[src/rtl/collider_scan_scheduler_if.sv]
// rtl/collider_scan_scheduler_if.sv - request/result bus between scan scheduler and object collider
//
// Purpose: carries one collision-check request (slot index) from the scheduler to
// the shared collider and the single-cycle result pulse back.
// Signals:
//   col_req       scheduler -> collider  request a check of slot col_idx
//   col_idx       scheduler -> collider  slot index under check (IDX_W bits)
//   col_ready     collider -> scheduler  request accepted this cycle
//   col_valid     collider -> scheduler  result valid, 1-cycle pulse
//   col_hit       collider -> scheduler  player overlaps object
//   col_ground    collider -> scheduler  object is standable ground
//   col_ground_h  collider -> scheduler  object top y when col_ground
// Modports: master = scheduler side, slave = collider side.
`timescale 1ns/1ps
interface collider_scan_scheduler_if #(
    parameter int IDX_W = 5
) ();
    logic             col_req;
    logic [IDX_W-1:0] col_idx;
    logic             col_ready;
    logic             col_valid;
    logic             col_hit;
    logic             col_ground;
    logic [9:0]       col_ground_h;

    modport master (
        output col_req,
        output col_idx,
        input  col_ready,
        input  col_valid,
        input  col_hit,
        input  col_ground,
        input  col_ground_h
    );

    modport slave (
        input  col_req,
        input  col_idx,
        output col_ready,
        output col_valid,
        output col_hit,
        output col_ground,
        output col_ground_h
    );
endinterface

[src/rtl/collider_scan_scheduler.sv]
// rtl/collider_scan_scheduler.sv - per-tick sweep of object slots through the shared collider
//
// Purpose: on each accepted start pulse, walks slots 0..OBJECT_AMOUNT-1, issues one
// collider check per live slot, waits (bounded) for the result, and aggregates the
// per-slot hit mask plus the lowest standable ground height. Results are committed
// atomically when the sweep finishes and held until the next sweep completes.
// Ports:
//   clk, clk_reset      clock, synchronous active-high reset
//   start               1-cycle tick pulse, accepted only in IDLE
//   object_ready_state  slot-live mask, latched on accepted start
//   col                 collider request/result bus (master side)
//   busy                scan in progress (any state but IDLE)
//   done                1-cycle pulse, results below just updated
//   hit_mask            per-slot hit of last completed scan
//   is_ground           any ground result in last completed scan
//   ground_h            min ground height of last scan, 10'h3FF if none
//   overrun             sticky: start seen outside IDLE, cleared on accepted start
//   timeout_err         sticky: a check timed out, cleared on accepted start
`timescale 1ns/1ps
module collider_scan_scheduler #(
    parameter int OBJECT_AMOUNT = 20,
    parameter int IDX_W         = 5,
    parameter int TIMEOUT       = 15
) (
    input  logic                     clk,
    input  logic                     clk_reset,
    input  logic                     start,
    input  logic [OBJECT_AMOUNT-1:0] object_ready_state,
    collider_scan_scheduler_if.master col,
    output logic                     busy,
    output logic                     done,
    output logic [OBJECT_AMOUNT-1:0] hit_mask,
    output logic                     is_ground,
    output logic [9:0]               ground_h,
    output logic                     overrun,
    output logic                     timeout_err
);
    // Timer counts 0..TIMEOUT-1 inside WAIT.
    localparam int               TMR_W    = (TIMEOUT > 2) ? $clog2(TIMEOUT) : 1;
    localparam logic [IDX_W-1:0] IDX_END  = IDX_W'(OBJECT_AMOUNT);
    localparam logic [IDX_W-1:0] IDX_ONE  = IDX_W'(1);
    localparam logic [TMR_W-1:0] TMR_LAST = TMR_W'(TIMEOUT - 1);
    localparam logic [TMR_W-1:0] TMR_ONE  = TMR_W'(1);
    localparam logic [9:0]       GH_NONE  = 10'h3FF;

    typedef enum logic [2:0] {
        S_IDLE,
        S_SEEK,
        S_ISSUE,
        S_WAIT,
        S_DONE
    } state_t;

    state_t                   state;
    logic [OBJECT_AMOUNT-1:0] scan_mask;
    logic [OBJECT_AMOUNT-1:0] acc_mask;
    logic                     acc_gnd;
    logic [9:0]               acc_gh;
    logic [IDX_W-1:0]         idx;
    logic [TMR_W-1:0]         timer;
    logic                     req_q;

    // idx is stable for the whole ISSUE state, so it doubles as the request index.
    assign col.col_req = req_q;
    assign col.col_idx = idx;

    always_ff @(posedge clk) begin
        if (clk_reset) begin
            state       <= S_IDLE;
            scan_mask   <= '0;
            acc_mask    <= '0;
            acc_gnd     <= 1'b0;
            acc_gh      <= GH_NONE;
            idx         <= '0;
            timer       <= '0;
            req_q       <= 1'b0;
            busy        <= 1'b0;
            done        <= 1'b0;
            hit_mask    <= '0;
            is_ground   <= 1'b0;
            ground_h    <= GH_NONE;
            overrun     <= 1'b0;
            timeout_err <= 1'b0;
        end else begin
            // A tick arriving while the previous sweep is still running (including
            // its DONE cycle) is dropped and flagged; the IDLE branch clears it.
            if (start && state != S_IDLE) begin
                overrun <= 1'b1;
            end

            case (state)
                S_IDLE: begin
                    done <= 1'b0;
                    if (start) begin
                        scan_mask   <= object_ready_state;
                        idx         <= '0;
                        acc_mask    <= '0;
                        acc_gnd     <= 1'b0;
                        acc_gh      <= GH_NONE;
                        overrun     <= 1'b0;
                        timeout_err <= 1'b0;
                        busy        <= 1'b1;
                        state       <= S_SEEK;
                    end
                end

                S_SEEK: begin
                    if (idx == IDX_END) begin
                        // Commit the whole scan at once so consumers never see a
                        // partially accumulated result.
                        hit_mask  <= acc_mask;
                        is_ground <= acc_gnd;
                        ground_h  <= acc_gh;
                        done      <= 1'b1;
                        state     <= S_DONE;
                    end else if (!scan_mask[idx]) begin
                        idx <= idx + IDX_ONE;
                    end else begin
                        req_q <= 1'b1;
                        state <= S_ISSUE;
                    end
                end

                S_ISSUE: begin
                    if (col.col_ready) begin
                        req_q <= 1'b0;
                        timer <= '0;
                        state <= S_WAIT;
                    end
                end

                S_WAIT: begin
                    // A result on the last allowed cycle still counts.
                    if (col.col_valid) begin
                        acc_mask[idx] <= acc_mask[idx] | col.col_hit;
                        if (col.col_ground) begin
                            acc_gnd <= 1'b1;
                            if (col.col_ground_h < acc_gh) begin
                                acc_gh <= col.col_ground_h;
                            end
                        end
                        idx   <= idx + IDX_ONE;
                        state <= S_SEEK;
                    end else if (timer == TMR_LAST) begin
                        timeout_err <= 1'b1;
                        idx         <= idx + IDX_ONE;
                        state       <= S_SEEK;
                    end else begin
                        timer <= timer + TMR_ONE;
                    end
                end

                S_DONE: begin
                    done  <= 1'b0;
                    busy  <= 1'b0;
                    state <= S_IDLE;
                end

                default: begin
                    req_q <= 1'b0;
                    busy  <= 1'b0;
                    done  <= 1'b0;
                    state <= S_IDLE;
                end
            endcase
        end
    end
endmodule

[src/flat_wrapper.sv]
// flat-port wrapper written by rule: the top's interface ports become plain ports
module collider_scan_scheduler_flat 
#(
    parameter int OBJECT_AMOUNT = 20,
    parameter int IDX_W         = 5,
    parameter int TIMEOUT       = 15
)
  (clk, clk_reset, start, object_ready_state, busy, done, hit_mask, is_ground, ground_h, overrun, timeout_err, col_col_req, col_col_idx, col_col_ready, col_col_valid, col_col_hit, col_col_ground, col_col_ground_h);
  collider_scan_scheduler_if #(.IDX_W(IDX_W)) col_i ();
  input  logic clk;
  input  logic clk_reset;
  input  logic start;
  input  logic [OBJECT_AMOUNT-1:0] object_ready_state;
  output logic busy;
  output logic done;
  output logic [OBJECT_AMOUNT-1:0] hit_mask;
  output logic is_ground;
  output logic [9:0] ground_h;
  output logic overrun;
  output logic timeout_err;
  output wire logic [$bits(col_i.col_req)-1:0] col_col_req;
  output wire logic [$bits(col_i.col_idx)-1:0] col_col_idx;
  input wire logic [$bits(col_i.col_ready)-1:0] col_col_ready;
  input wire logic [$bits(col_i.col_valid)-1:0] col_col_valid;
  input wire logic [$bits(col_i.col_hit)-1:0] col_col_hit;
  input wire logic [$bits(col_i.col_ground)-1:0] col_col_ground;
  input wire logic [$bits(col_i.col_ground_h)-1:0] col_col_ground_h;
  assign col_col_req = col_i.col_req;
  assign col_col_idx = col_i.col_idx;
  assign col_i.col_ready = col_col_ready;
  assign col_i.col_valid = col_col_valid;
  assign col_i.col_hit = col_col_hit;
  assign col_i.col_ground = col_col_ground;
  assign col_i.col_ground_h = col_col_ground_h;
  collider_scan_scheduler #(.OBJECT_AMOUNT(OBJECT_AMOUNT), .IDX_W(IDX_W), .TIMEOUT(TIMEOUT)) u_core (.clk(clk), .clk_reset(clk_reset), .start(start), .object_ready_state(object_ready_state), .col(col_i), .busy(busy), .done(done), .hit_mask(hit_mask), .is_ground(is_ground), .ground_h(ground_h), .overrun(overrun), .timeout_err(timeout_err));
endmodule
[config.mk]
export PLATFORM = sky130hd
export DESIGN_NAME = collider_scan_scheduler_flat
export DESIGN_NICKNAME = d
export VERILOG_FILES = /design/src/rtl/collider_scan_scheduler_if.sv /design/src/rtl/collider_scan_scheduler.sv /design/src/flat_wrapper.sv
export SDC_FILE = /design/constraint.sdc
export NUM_CORES = 1
export LEC_CHECK = 0
export CAP_MARGIN = 40
export CORE_ASPECT_RATIO = 0.8
export CORE_MARGIN = 10
export CORE_UTILIZATION = 55
export CTS_BUF_LIST = sky130_fd_sc_hd__clkbuf_8
export CTS_CLUSTER_DIAMETER = 40
export DETAILED_ROUTE_END_ITERATION = 7
export GPL_ROUTABILITY_DRIVEN = 0
export PLACE_DENSITY_LB_ADDON = 0.08
export SETUP_SLACK_MARGIN = 0.2
export SYNTH_ARGS = -nofsm -noshare
export SYNTH_HDL_FRONTEND = slang
export SYNTH_SLANG_ARGS = --single-unit
[constraint.sdc]
create_clock -name clk -period 3.4 [get_ports clk]
set_clock_uncertainty 0.2 [all_clocks]
set_input_delay 0.34 -clock clk [delete_from_list [all_inputs] [get_ports clk]]
set_output_delay 0.34 -clock clk [all_outputs]
set_load 0.005 [all_outputs]
Word level (Yosys, flattened, before mapping). Index checks and enable logic that the tools add are counted.

$add $sub $neg: 2. Magnitude comparators: 3. Equal/unequal tests: 20. Mux-type cells: 50. Bitwise logic cells: 4. Reductions and logical operators: 22.

Operator list (count): 10-bit 2-to-1 mux (4); 20-bit 2-to-1 mux (2); 20-bit case mux with 2 select lines (1); 5-bit 2-to-1 mux (5); 20-bit bitwise mux (1); 10-bit case mux with 2 select lines (1); 4-bit AND reduction (5); 3-bit 2-to-1 mux (6); 1-bit 2-to-1 mux (16); 2-bit != test (second input constant) (8); 5-bit case mux with 3 select lines (1); 4-bit 2-to-1 mux (3); 3-bit case mux with 4 select lines (1); 1-bit binary-select mux with 5-bit select (2); 10-bit < comparator (1); 5-bit AND reduction (2); 2-bit by 1-bit != test with 1-bit output (second input constant) (4); 1-bit case mux with 2 select lines (4); 4-bit case mux with 2 select lines (1); 2-bit AND reduction (4); 3-bit by 2-bit == test with 1-bit output (second input constant) (2); 5-bit by 6-bit < comparator with 1-bit output (second input constant) (1); 3-bit nonzero test (2); 3-bit OR reduction (2); 18 further kinds (22).

Bits in registers: 99. Input port bits: 37. Output and inout bits: 41. Word-level logic and storage cells: 116.

Depth between registers and ports, before layout. Gate-level depths: netlist of the first run.

Depth after elaboration: 7. Depth in mapped cells: 10. Depth with buffers taken out: 8.

Least setup slack after synthesis of the first run. Ideal clock, no wire load.

Path type: register -> register. Start point: register u_core.acc_gh[3]. End point: register u_core.acc_gh[0]. Setup time: 0.122 ns. Arrival: 2.061 ns. Data required time: 3.078 ns. Slack: 1.017 ns. Stages on the path, launching flop included: 9. Buffers on the path: 0. Clock period less this slack: 2.383 ns. Cells stage by stage: dfxtp_1 -> inv_1 -> ha_1 -> a21o_1 -> a21o_1 -> a211o_1 -> a2111oi_0 -> o21ai_1 -> o32a_1.

Word-level cells in the longest chain between the ends: 3.

Ends and longest elaborated chain: start, declared (RTL line collider_scan_scheduler.sv:58) `logic [9:0] acc_gh;`; start signal, assigned (RTL line collider_scan_scheduler.sv:139) `acc_gh <= col.col_ground_h;`; 10-bit < comparator (RTL line collider_scan_scheduler.sv:138) `if (col.col_ground_h < acc_gh) begin`; 2-bit by 1-bit != test with 1-bit output (no line); 5-bit AND reduction (no line).

Every way passes these cells. A chain may end at the register's enable or synchronous reset.

Final worst setup path of the first run.
Start point: register u_core.idx[0] (netlist: u_core.col.col_idx[0]). End point: register u_core.idx[2] (netlist: u_core.col.col_idx[2]).

Word-level cells in the longest chain between the ends: 4. Elaborated cells between the ends (all ways): 12. Those cells by class: add/sub (1); eq/ne (3); mux (7); reduce/logical (1).

Ends and longest elaborated chain: start, declared (RTL line collider_scan_scheduler.sv:59) `logic [IDX_W-1:0] idx;`; start signal, assigned (RTL line collider_scan_scheduler.sv:117) `idx <= idx + IDX_ONE;`; start signal, assigned (RTL line collider_scan_scheduler.sv:142) `idx <= idx + IDX_ONE;`; start signal, assigned (RTL line collider_scan_scheduler.sv:146) `idx <= idx + IDX_ONE;`; 1-bit binary-select mux with 5-bit select or 5-bit by 1-bit adder with 5-bit output (tied branches); 1-bit 2-to-1 mux (implied by the code) (tied with other cells) (RTL line collider_scan_scheduler.sv:116) `end else if (!scan_mask[idx]) begin`; 2-bit != test (no line) (tied with other cells); 5-bit AND reduction (no line) or 5-bit case mux with 3 select lines (tied branches).

Several ways; a longest one is shown, not always the timed one. The select of a mux whose other input is x is not followed.

==> insert_results.sql, run 1 <==
INSERT INTO impl_metrics (metric_group, metric, value, unit) VALUES
('power_and_ir_drop', 'power.share.switching', '0.336', ''),
('worst_setup_path', 'cp_cell_sequence', 'inv_1 -> ha_1 -> nand4b_1 -> nand2b_1 -> a311o_1 -> o31ai_2 -> or4_1 -> a21oi_1', ''),
('worst_setup_path', 'cp_slowest_cell', 'sky130_fd_sc_hd__dfxtp_1', ''),
('power_and_ir_drop', 'cellInternalPower', '1790', 'uW'),
('clocking', 'clock-sinks', '99', ''),
('clocking', 'ctsRootBufferMaster', 'sky130_fd_sc_hd__clkbuf_8', ''),
('power_and_ir_drop', 'power.static_leakage', '0.00232', 'uW'),
('worst_setup_path', 'critical_path_required', '3.49', 'ns'),
('logic_synthesis', 'yosysWarningCount', '0', ''),
('power_and_ir_drop', 'sequentialPowerShare', '0.488', ''),
('die', 'row_count', '30', ''),
('timing', 'ratio_of_final_minimum_period_to_clock_period', '0.840', ''),
('layout', 'area_overhead_of_the_layout_relative_to_synthesis', '22.1', '%'),
('die', 'area_enclosed_by_the_die_boundary', '0.0126', 'mm^2'),
('run_status', 'status', 'finished clean', ''),
('die', 'floorplan.initialDensity', '0.558', ''),
('logic_synthesis', 'netlist_instances', '562', ''),
('detailed_routing', 'average_vias_per_placed_instance', '5.64', ''),
('detailed_routing', 'number_of_vias_after_detailed_routing', '4188', ''),
('power_and_ir_drop', 'power.share.combinational', '0.265', ''),
('clocking', 'clkTransAtPathRegs', '0.10', 'ns'),
('clocking', 'cts_buffer_depth', '2', ''),
('global_route', 'grt_pass1_wl', '18800', 'um'),
('timing', 'final_number_of_max_transition_violations', '0', ''),
('logic_synthesis', 'synth_sequential_area_ratio', '0.422', ''),
('timing', 'hold_viol', '0', ''),
('placed_design', 'hpwl', '8210', 'um'),
('logic_synthesis', 'yosysUniqueCellTypes', '52', ''),
('worst_setup_path', 'cp.arrival', '2.95', 'ns'),
('global_route', 'grt_usage', '0.181', ''),
('die', 'die_height', '103', 'um'),
('detailed_routing', 'remaining_drc_errors', '0', ''),
('clocking', 'cts_tree', 'yes', ''),
('worst_setup_path', 'crit_family', 'simple AND/OR/NAND/NOR gates', ''),
('layout', 'leading_cell_type_in_the_layout_fill_and_taps_excluded', 'sky130_fd_sc_hd__nand2_1', ''),
('placed_design', 'place_worst_setup_slack', '0.188', 'ns'),
('layout', 'fillCellCount', '730', ''),
('layout', 'final_nets', '678', ''),
('detailed_routing', 'detail_route.first_pass.iterations', '5', ''),
('logic_synthesis', 'syn_area_per_cell', '8.35', 'um^2'),
('detailed_routing', 'routedWlPerCell', '15.4', 'um'),
('clocking', 'clock_insertion_delay_at_the_later_pin_of_the_skew_report', '0.36', 'ns'),
('logic_synthesis', 'syn_std_cell_area', '0.00469', 'mm^2'),
('timing', 'setup_slack', '0.542', 'ns'),
('detailed_routing', 'dr_iter_0_viols', '383', ''),
('logic_synthesis', 'synth_top_area_frac', '0.422', ''),
('die', 'design.portCount', '78', ''),
('layout', 'diodes', '0', ''),
('global_route', 'initial_antenna_violation_count', '0', ''),
('worst_setup_path', 'critPathBufInv', '1', ''),
('die', 'die_w', '123', 'um'),
('logic_synthesis', 'mappedNetlistNets', '614', ''),
('power_and_ir_drop', 'power.clock.fraction', '0.248', ''),
('timing', 'finalSetupViolations', '0', ''),
('timing', 'period_minus_slack', '2.86', 'ns'),
('layout', 'mostFrequentLayoutCells', '115 x sky130_fd_sc_hd__nand2_1, 99 x sky130_fd_sc_hd__dfxtp_1, 78 x sky130_fd_sc_hd__a21oi_1, 76 x sky130_fd_sc_hd__clkdlybuf4s50_1, 34 x sky130_fd_sc_hd__nor2_1', ''),
('worst_setup_path', 'crit_path_max_fanout', '14', ''),
('power_and_ir_drop', 'ratio_of_total_power_to_cell_area', '472', 'mW/mm^2'),
('timing', 'max_clock_freq', '0.350', 'GHz'),
('clocking', 'number_of_h_tree_branching_levels', '3', ''),
('logic_synthesis', 'ys.flop_type', 'sky130_fd_sc_hd__dfxtp_1', ''),
('worst_setup_path', 'critical_path.max_stage_delay', '0.76', 'ns'),
('logic_synthesis', 'synth_enable_flop_cells', '0', ''),
('logic_synthesis', 'synth_top_cell_by_area', 'sky130_fd_sc_hd__dfxtp_1', ''),
('timing', 'final.setup.tns', '0', 'ns'),
('logic_synthesis', 'synth_area_leaders', 'sky130_fd_sc_hd__dfxtp_1 42%, sky130_fd_sc_hd__nand2_1 9.2%, sky130_fd_sc_hd__a21oi_1 8.3%', ''),
('die', 'core-area', '0.00841', 'mm^2'),
('worst_setup_path', 'worstSetupPathType', 'flop to flop', ''),
('clocking', 'numCtsBuffers', '9', ''),
('power_and_ir_drop', 'total_switching_power', '908', 'uW'),
('timing', 'tightestPinTransition', '0.892', 'ns');
state kept, by name (all words and copies together) (netlist names), named ones only:
register	cells
u_core.acc_mask	20
u_core.timer	4
u_core.done	1
u_core.timeout_err	1
u_core.col.col_req	1
u_core.ground_h	10
u_core.is_ground	1
u_core.state	3
u_core.acc_gh	10
u_core.hit_mask	20
u_core.col.col_idx	5
u_core.acc_gnd	1
u_core.scan_mask	20
u_core.busy	1
power groups by stage:
| stage | clock network (uW) | registers, uW | logic [uW] |
|---|---|---|---|
| 2_1_floorplan | 0 | 1290 | 540 |
| 3_3_place_gp | 0 | 1340 | 690 |
| 3_5_place_dp | 0 | 1350 | 708 |
| 4_1_cts | 688 | 1320 | 713 |
| 5_1_grt | 728 | 1340 | 803 |
| 6_report | 669 | 1320 | 715 |
metal layers:
layer	wire length, um	GRT usage
met3	930	0.0504
met4	103	0.0420
met2	5170	0.280
met1	5210	0.244
met5	0	0
final cells by class:
type | instances | area, um^2 | area share
tap | 112 | 140 | 0.0245
multi-input combinational | 405 | 2480 | 0.433
sequential | 99 | 1980 | 0.346
clock inverter | 6 | 42.5 | 0.00743
clock buffer | 9 | 124 | 0.0216
inverter | 16 | 60.1 | 0.0105
timing repair buffer | 95 | 901 | 0.157
path summary, 6_finish.rpt:
path                                      start                                 end  slack, ns  cells after the start
max          u_core.col.col_idx[0]$_SDFFE_PP0P_  u_core.col.col_idx[2]$_SDFFE_PP0P_       0.54                      8
min                                   clk_reset     u_core.acc_mask[3]$_SDFFE_PP0P_       0.21                      3
max reg2reg  u_core.col.col_idx[0]$_SDFFE_PP0P_  u_core.col.col_idx[2]$_SDFFE_PP0P_       0.54                      8
min reg2reg     u_core.hit_mask[3]$_SDFFE_PP0P_     u_core.hit_mask[3]$_SDFFE_PP0P_       0.26                      2
worst register-to-register path: cells and delay by family (launching register included):
family | cells | cell delay, ns
AO/OA/AOI/OAI | 3 | 0.48
adder cells (fa/ha/maj) | 1 | 0.36
buffers and inverters | 1 | 0.16
flip-flops | 1 | 0.76
AND/OR/NAND/NOR | 3 | 0.82
through the flow:
| stage | utilization | hold WS, ns | instances | total power (uW) | instance area, um^2 |
|---|---|---|---|---|---|
| 6_report | 0.681 | 0.213 | 742 | 2700 | 5730 |
| 5_1_grt | 0.681 | 0.217 | 742 | 2870 | 5730 |
| 4_1_cts | 0.681 | 0.192 | 742 | 2720 | 5730 |
| 3_5_place_dp | 0.661 | 0.247 | 727 | 2050 | 5560 |
| 3_3_place_gp | 0.661 | 0.242 | 727 | 2030 | 5560 |
| 2_1_floorplan | - | 0.231 | 562 | 1830 | 4690 |
cell usage after synthesis (all sizes together), types with 2 or more instances:
master	instances
a2111oi	3
a211o	3
a211oi	2
a21o	17
a21oi	78
a22o	2
a22oi	2
a31o	3
a31oi	4
and2	3
buf	9
clkbuf	33
dfxtp	99
ha	15
inv	16
mux2	6
mux2i	4
mux4	5
nand2	115
nand2b	6
nand3	3
nand3b	12
nor2	34
nor2b	5
nor3	6
nor3b	26
o21ai	14
o22ai	2
o32a	10
or2	3
or3	6
or4	4
cells by family (layout without fill, tap and decap cells):
group	count (synthesis)	count (layout)	synth area share
adders and majority gates	15	15	0.0400
muxes	15	15	0.0477
and+or+nand+nor	227	227	0.235
buffers and inverters	58	126	0.0515
DFF	99	99	0.422
AOI/OAI and AO/OA	148	148	0.203
Note: power is estimated with default switching activity, not from simulation.
==> inputs of run 2 (changes only) <==
==> constraint.sdc (replaced) <==
create_clock -name clk -period 2.72 [get_ports clk]
set_clock_uncertainty 0.2 [all_clocks]
set_input_delay 0.272 -clock clk [delete_from_list [all_inputs] [get_ports clk]]
set_output_delay 0.272 -clock clk [all_outputs]
set_load 0.005 [all_outputs]
==> run 2 against run 1 <==
Sequential cell count stayed put. Power grew 37%. Core utilization up 3.1 points. Combinational power up 47%. Via count up 1.6%. Sequential power increased by 22%. Clock power increased by 54%. Non-clock buffer count increased by 15. Highest routed layer unchanged.
==> insert_results.sql, run 2 (synthesis gave the netlist of run 1 again) <==
INSERT INTO impl_metrics (metric_group, metric, value, unit) VALUES
('layout', 'post-route-util', '0.712', ''),
('layout', 'fillCellCount', '679', ''),
('power_and_ir_drop', 'ratio_of_total_power_to_cell_area', '617', 'mW/mm^2'),
('run_status', 'status', 'finished clean', ''),
('power_and_ir_drop', 'total_switching_power', '1170', 'uW'),
('timing', 'hold_viol', '0', ''),
('worst_hold_path', 'min_path_type', 'primary input to flop', ''),
('die', 'die_height', '103', 'um'),
('power_and_ir_drop', 'total_power', '3690', 'uW'),
('clocking', 'clock-sinks', '99', ''),
('detailed_routing', 'dr_iter_0_viols', '300', ''),
('timing', 'tightestPinTransition', '0.540', 'ns'),
('global_route', 'grt_start_max_net_pins', '45', ''),
('clocking', 'cts_setup_buffers', '0', ''),
('worst_setup_path', 'critical_path_required', '2.81', 'ns'),
('timing', 'final_number_of_max_transition_violations', '0', ''),
('placed_design', 'buffer_ports.inserted', '77', ''),
('power_and_ir_drop', 'power.share.combinational', '0.285', ''),
('clocking', 'clkTransAtPathRegs', '0.09', 'ns'),
('clocking', 'ctsRootBufferMaster', 'sky130_fd_sc_hd__clkbuf_8', ''),
('timing', 'finalSetupViolations', '0', ''),
('global_route', 'via_count_of_the_first_global_routing_pass', '4200', ''),
('power_and_ir_drop', 'cellInternalPower', '2520', 'uW'),
('clocking', 'cts_tree', 'yes', ''),
('power_and_ir_drop', 'power.static_leakage', '0.00244', 'uW'),
('detailed_routing', 'detail_route.first_pass.iterations', '5', ''),
('timing', 'rsz0062_at_grt', 'true', ''),
('detailed_routing', 'postRouteAntennaNets', '0', ''),
('worst_setup_path', 'cp_slowest_cell', 'sky130_fd_sc_hd__dfxtp_4', ''),
('detailed_routing', 'average_vias_per_placed_instance', '5.63', ''),
('placed_design', 'number_of_placed_cells_counting_well_taps', '742', ''),
('worst_setup_path', 'critPathBufInv', '1', ''),
('detailed_routing', 'routedWlPerCell', '16.3', 'um'),
('global_route', 'grt_usage', '0.195', ''),
('clocking', 'holdBufCountCts', '0', ''),
('worst_setup_path', 'worstSetupPathType', 'flop to flop', ''),
('clocking', 'numCtsBuffers', '9', ''),
('die', 'row_count', '30', ''),
('global_route', 'grt.overflow.total', '0', ''),
('worst_setup_path', 'critical_path.max_stage_delay', '0.43', 'ns'),
('timing', 'period_minus_slack', '2.43', 'ns'),
('clocking', 'cts_buffer_depth', '2', ''),
('worst_setup_path', 'crit_path_max_fanout', '10', ''),
('timing', 'max_clock_freq', '0.411', 'GHz'),
('global_route', 'grt_pass1_wl', '20100', 'um'),
('layout', 'biggestRegsByFlops', 'u_core.acc_mask x20, u_core.hit_mask x20, u_core.scan_mask x20', ''),
('worst_setup_path', 'worstSetupEndpointType', 'flop', ''),
('layout', 'final_nets', '693', ''),
('timing', 'ratio_of_final_minimum_period_to_clock_period', '0.895', ''),
('layout', 'leading_cell_type_in_the_layout_fill_and_taps_excluded', 'sky130_fd_sc_hd__nand2_1', ''),
('power_and_ir_drop', 'sequentialPowerShare', '0.436', ''),
('placed_design', 'hpwl', '8950', 'um'),
('detailed_routing', 'remaining_drc_errors', '0', ''),
('clocking', 'clock_insertion_delay_at_the_later_pin_of_the_skew_report', '0.37', 'ns'),
('die', 'design.portCount', '78', ''),
('timing', 'worst_slew_margin_rel', '0.639', ''),
('global_route', 'initial_antenna_violation_count', '0', ''),
('worst_setup_path', 'cp_cell_sequence', 'buf_4 -> mux2_2 -> a22o_1 -> nor3_4 -> o31ai_4 -> or4_1 -> a21oi_1', ''),
('layout', 'final_cell_count_no_fill', '756', ''),
('worst_setup_path', 'crit_family', 'simple AND/OR/NAND/NOR gates', ''),
('clocking', 'number_of_h_tree_branching_levels', '3', ''),
('die', 'floorplan.initialDensity', '0.558', ''),
('timing', 'hold_worst_slack', '0.0715', 'ns'),
('layout', 'layout_cells_sized_above_1', '0.127', ''),
('detailed_routing', 'number_of_vias_after_detailed_routing', '4256', ''),
('worst_setup_path', 'crit_path_start_kind', 'flop', ''),
('power_and_ir_drop', 'power.share.switching', '0.318', ''),
('die', 'area_enclosed_by_the_die_boundary', '0.0126', 'mm^2'),
('detailed_routing', 'postRouteWirelength', '12300', 'um'),
('worst_setup_path', 'cp.arrival', '2.52', 'ns'),
('job', 'max_cap_viol_count', '0', ''),
('die', 'die_w', '123', 'um'),
('layout', 'area_overhead_of_the_layout_relative_to_synthesis', '27.6', '%'),
('power_and_ir_drop', 'max-vdd-ir-drop', '0.338', 'mV'),
('die', 'core-area', '0.00841', 'mm^2'),
('layout', 'mostFrequentLayoutCells', '115 x sky130_fd_sc_hd__nand2_1, 93 x sky130_fd_sc_hd__dfxtp_1, 78 x sky130_fd_sc_hd__a21oi_1, 76 x sky130_fd_sc_hd__clkdlybuf4s50_1, 34 x sky130_fd_sc_hd__nor2_1', ''),
('layout', 'diodes', '0', ''),
('power_and_ir_drop', 'power.clock.fraction', '0.279', '');
==> run 2: power groups by stage <==
| stage | Clock (uW) | Combinational, uW | Sequential, uW |
|---|---|---|---|
| 4_1_cts | 1040 | 1010 | 1610 |
| 2_1_floorplan | 0 | 675 | 1620 |
| 3_5_place_dp | 0 | 1000 | 1640 |
| 5_1_grt | 1110 | 1170 | 1620 |
| 3_3_place_gp | 0 | 972 | 1640 |
| 6_report | 1030 | 1050 | 1610 |
==> run 2: timing repair <==
| action | CTS | global route |
|---|---|---|
| gates resized for setup | 6 | 13 |
| setup endpoints to repair | 38 | 49 |
| pin swaps | 0 | 5 |
==> run 2: worst paths after layout <==
path              cells past startpoint                               start                                  to  slack (ns)
setup / recovery                      7  u_core.col.col_idx[1]$_SDFFE_PP0P_  u_core.col.col_idx[3]$_SDFFE_PP0P_        0.29
hold / removal                        2                           clk_reset     u_core.hit_mask[2]$_SDFFE_PP0P_        0.07
setup reg to reg                      7  u_core.col.col_idx[1]$_SDFFE_PP0P_  u_core.col.col_idx[3]$_SDFFE_PP0P_        0.29
hold reg to reg                       2    u_core.hit_mask[10]$_SDFFE_PP0P_    u_core.hit_mask[10]$_SDFFE_PP0P_        0.26
==> run 2: layout make-up <==
type                            count  area [um^2]  share of cell area
Clock buffer                       10          138              0.0230
Clock inverter                      4         76.3              0.0127
Inverter                           16         60.1              0.0100
Multi-Input combinational cell    405         2540               0.424
Sequential cell                    99         1990               0.333
Tap cell                          112          140              0.0234
Timing Repair Buffer              110         1040               0.174
==> run 2: metrics by stage <==
step | cell area, um^2 | setup TNS (ns) | setup slack (ns)
finish | 5990 | 0 | 0.285
global route | 5990 | 0 | 0.174
CTS | 5940 | 0 | 0.210
detailed placement | 5700 | -1.62 | -0.179
global placement | 5700 | -0.759 | -0.0847
floorplan | 4690 | 0 | 0.337
==> run 2: metal layers <==
layer | vias up | global-route usage | routed length (um)
met3 | 18 | 0.0602 | 864
met1 | 2000 | 0.241 | 5440
met2 | 125 | 0.325 | 5860
li1 | 2113 | - | -
met5 | - | 0 | 0
met4 | 0 | 0.0500 | 133
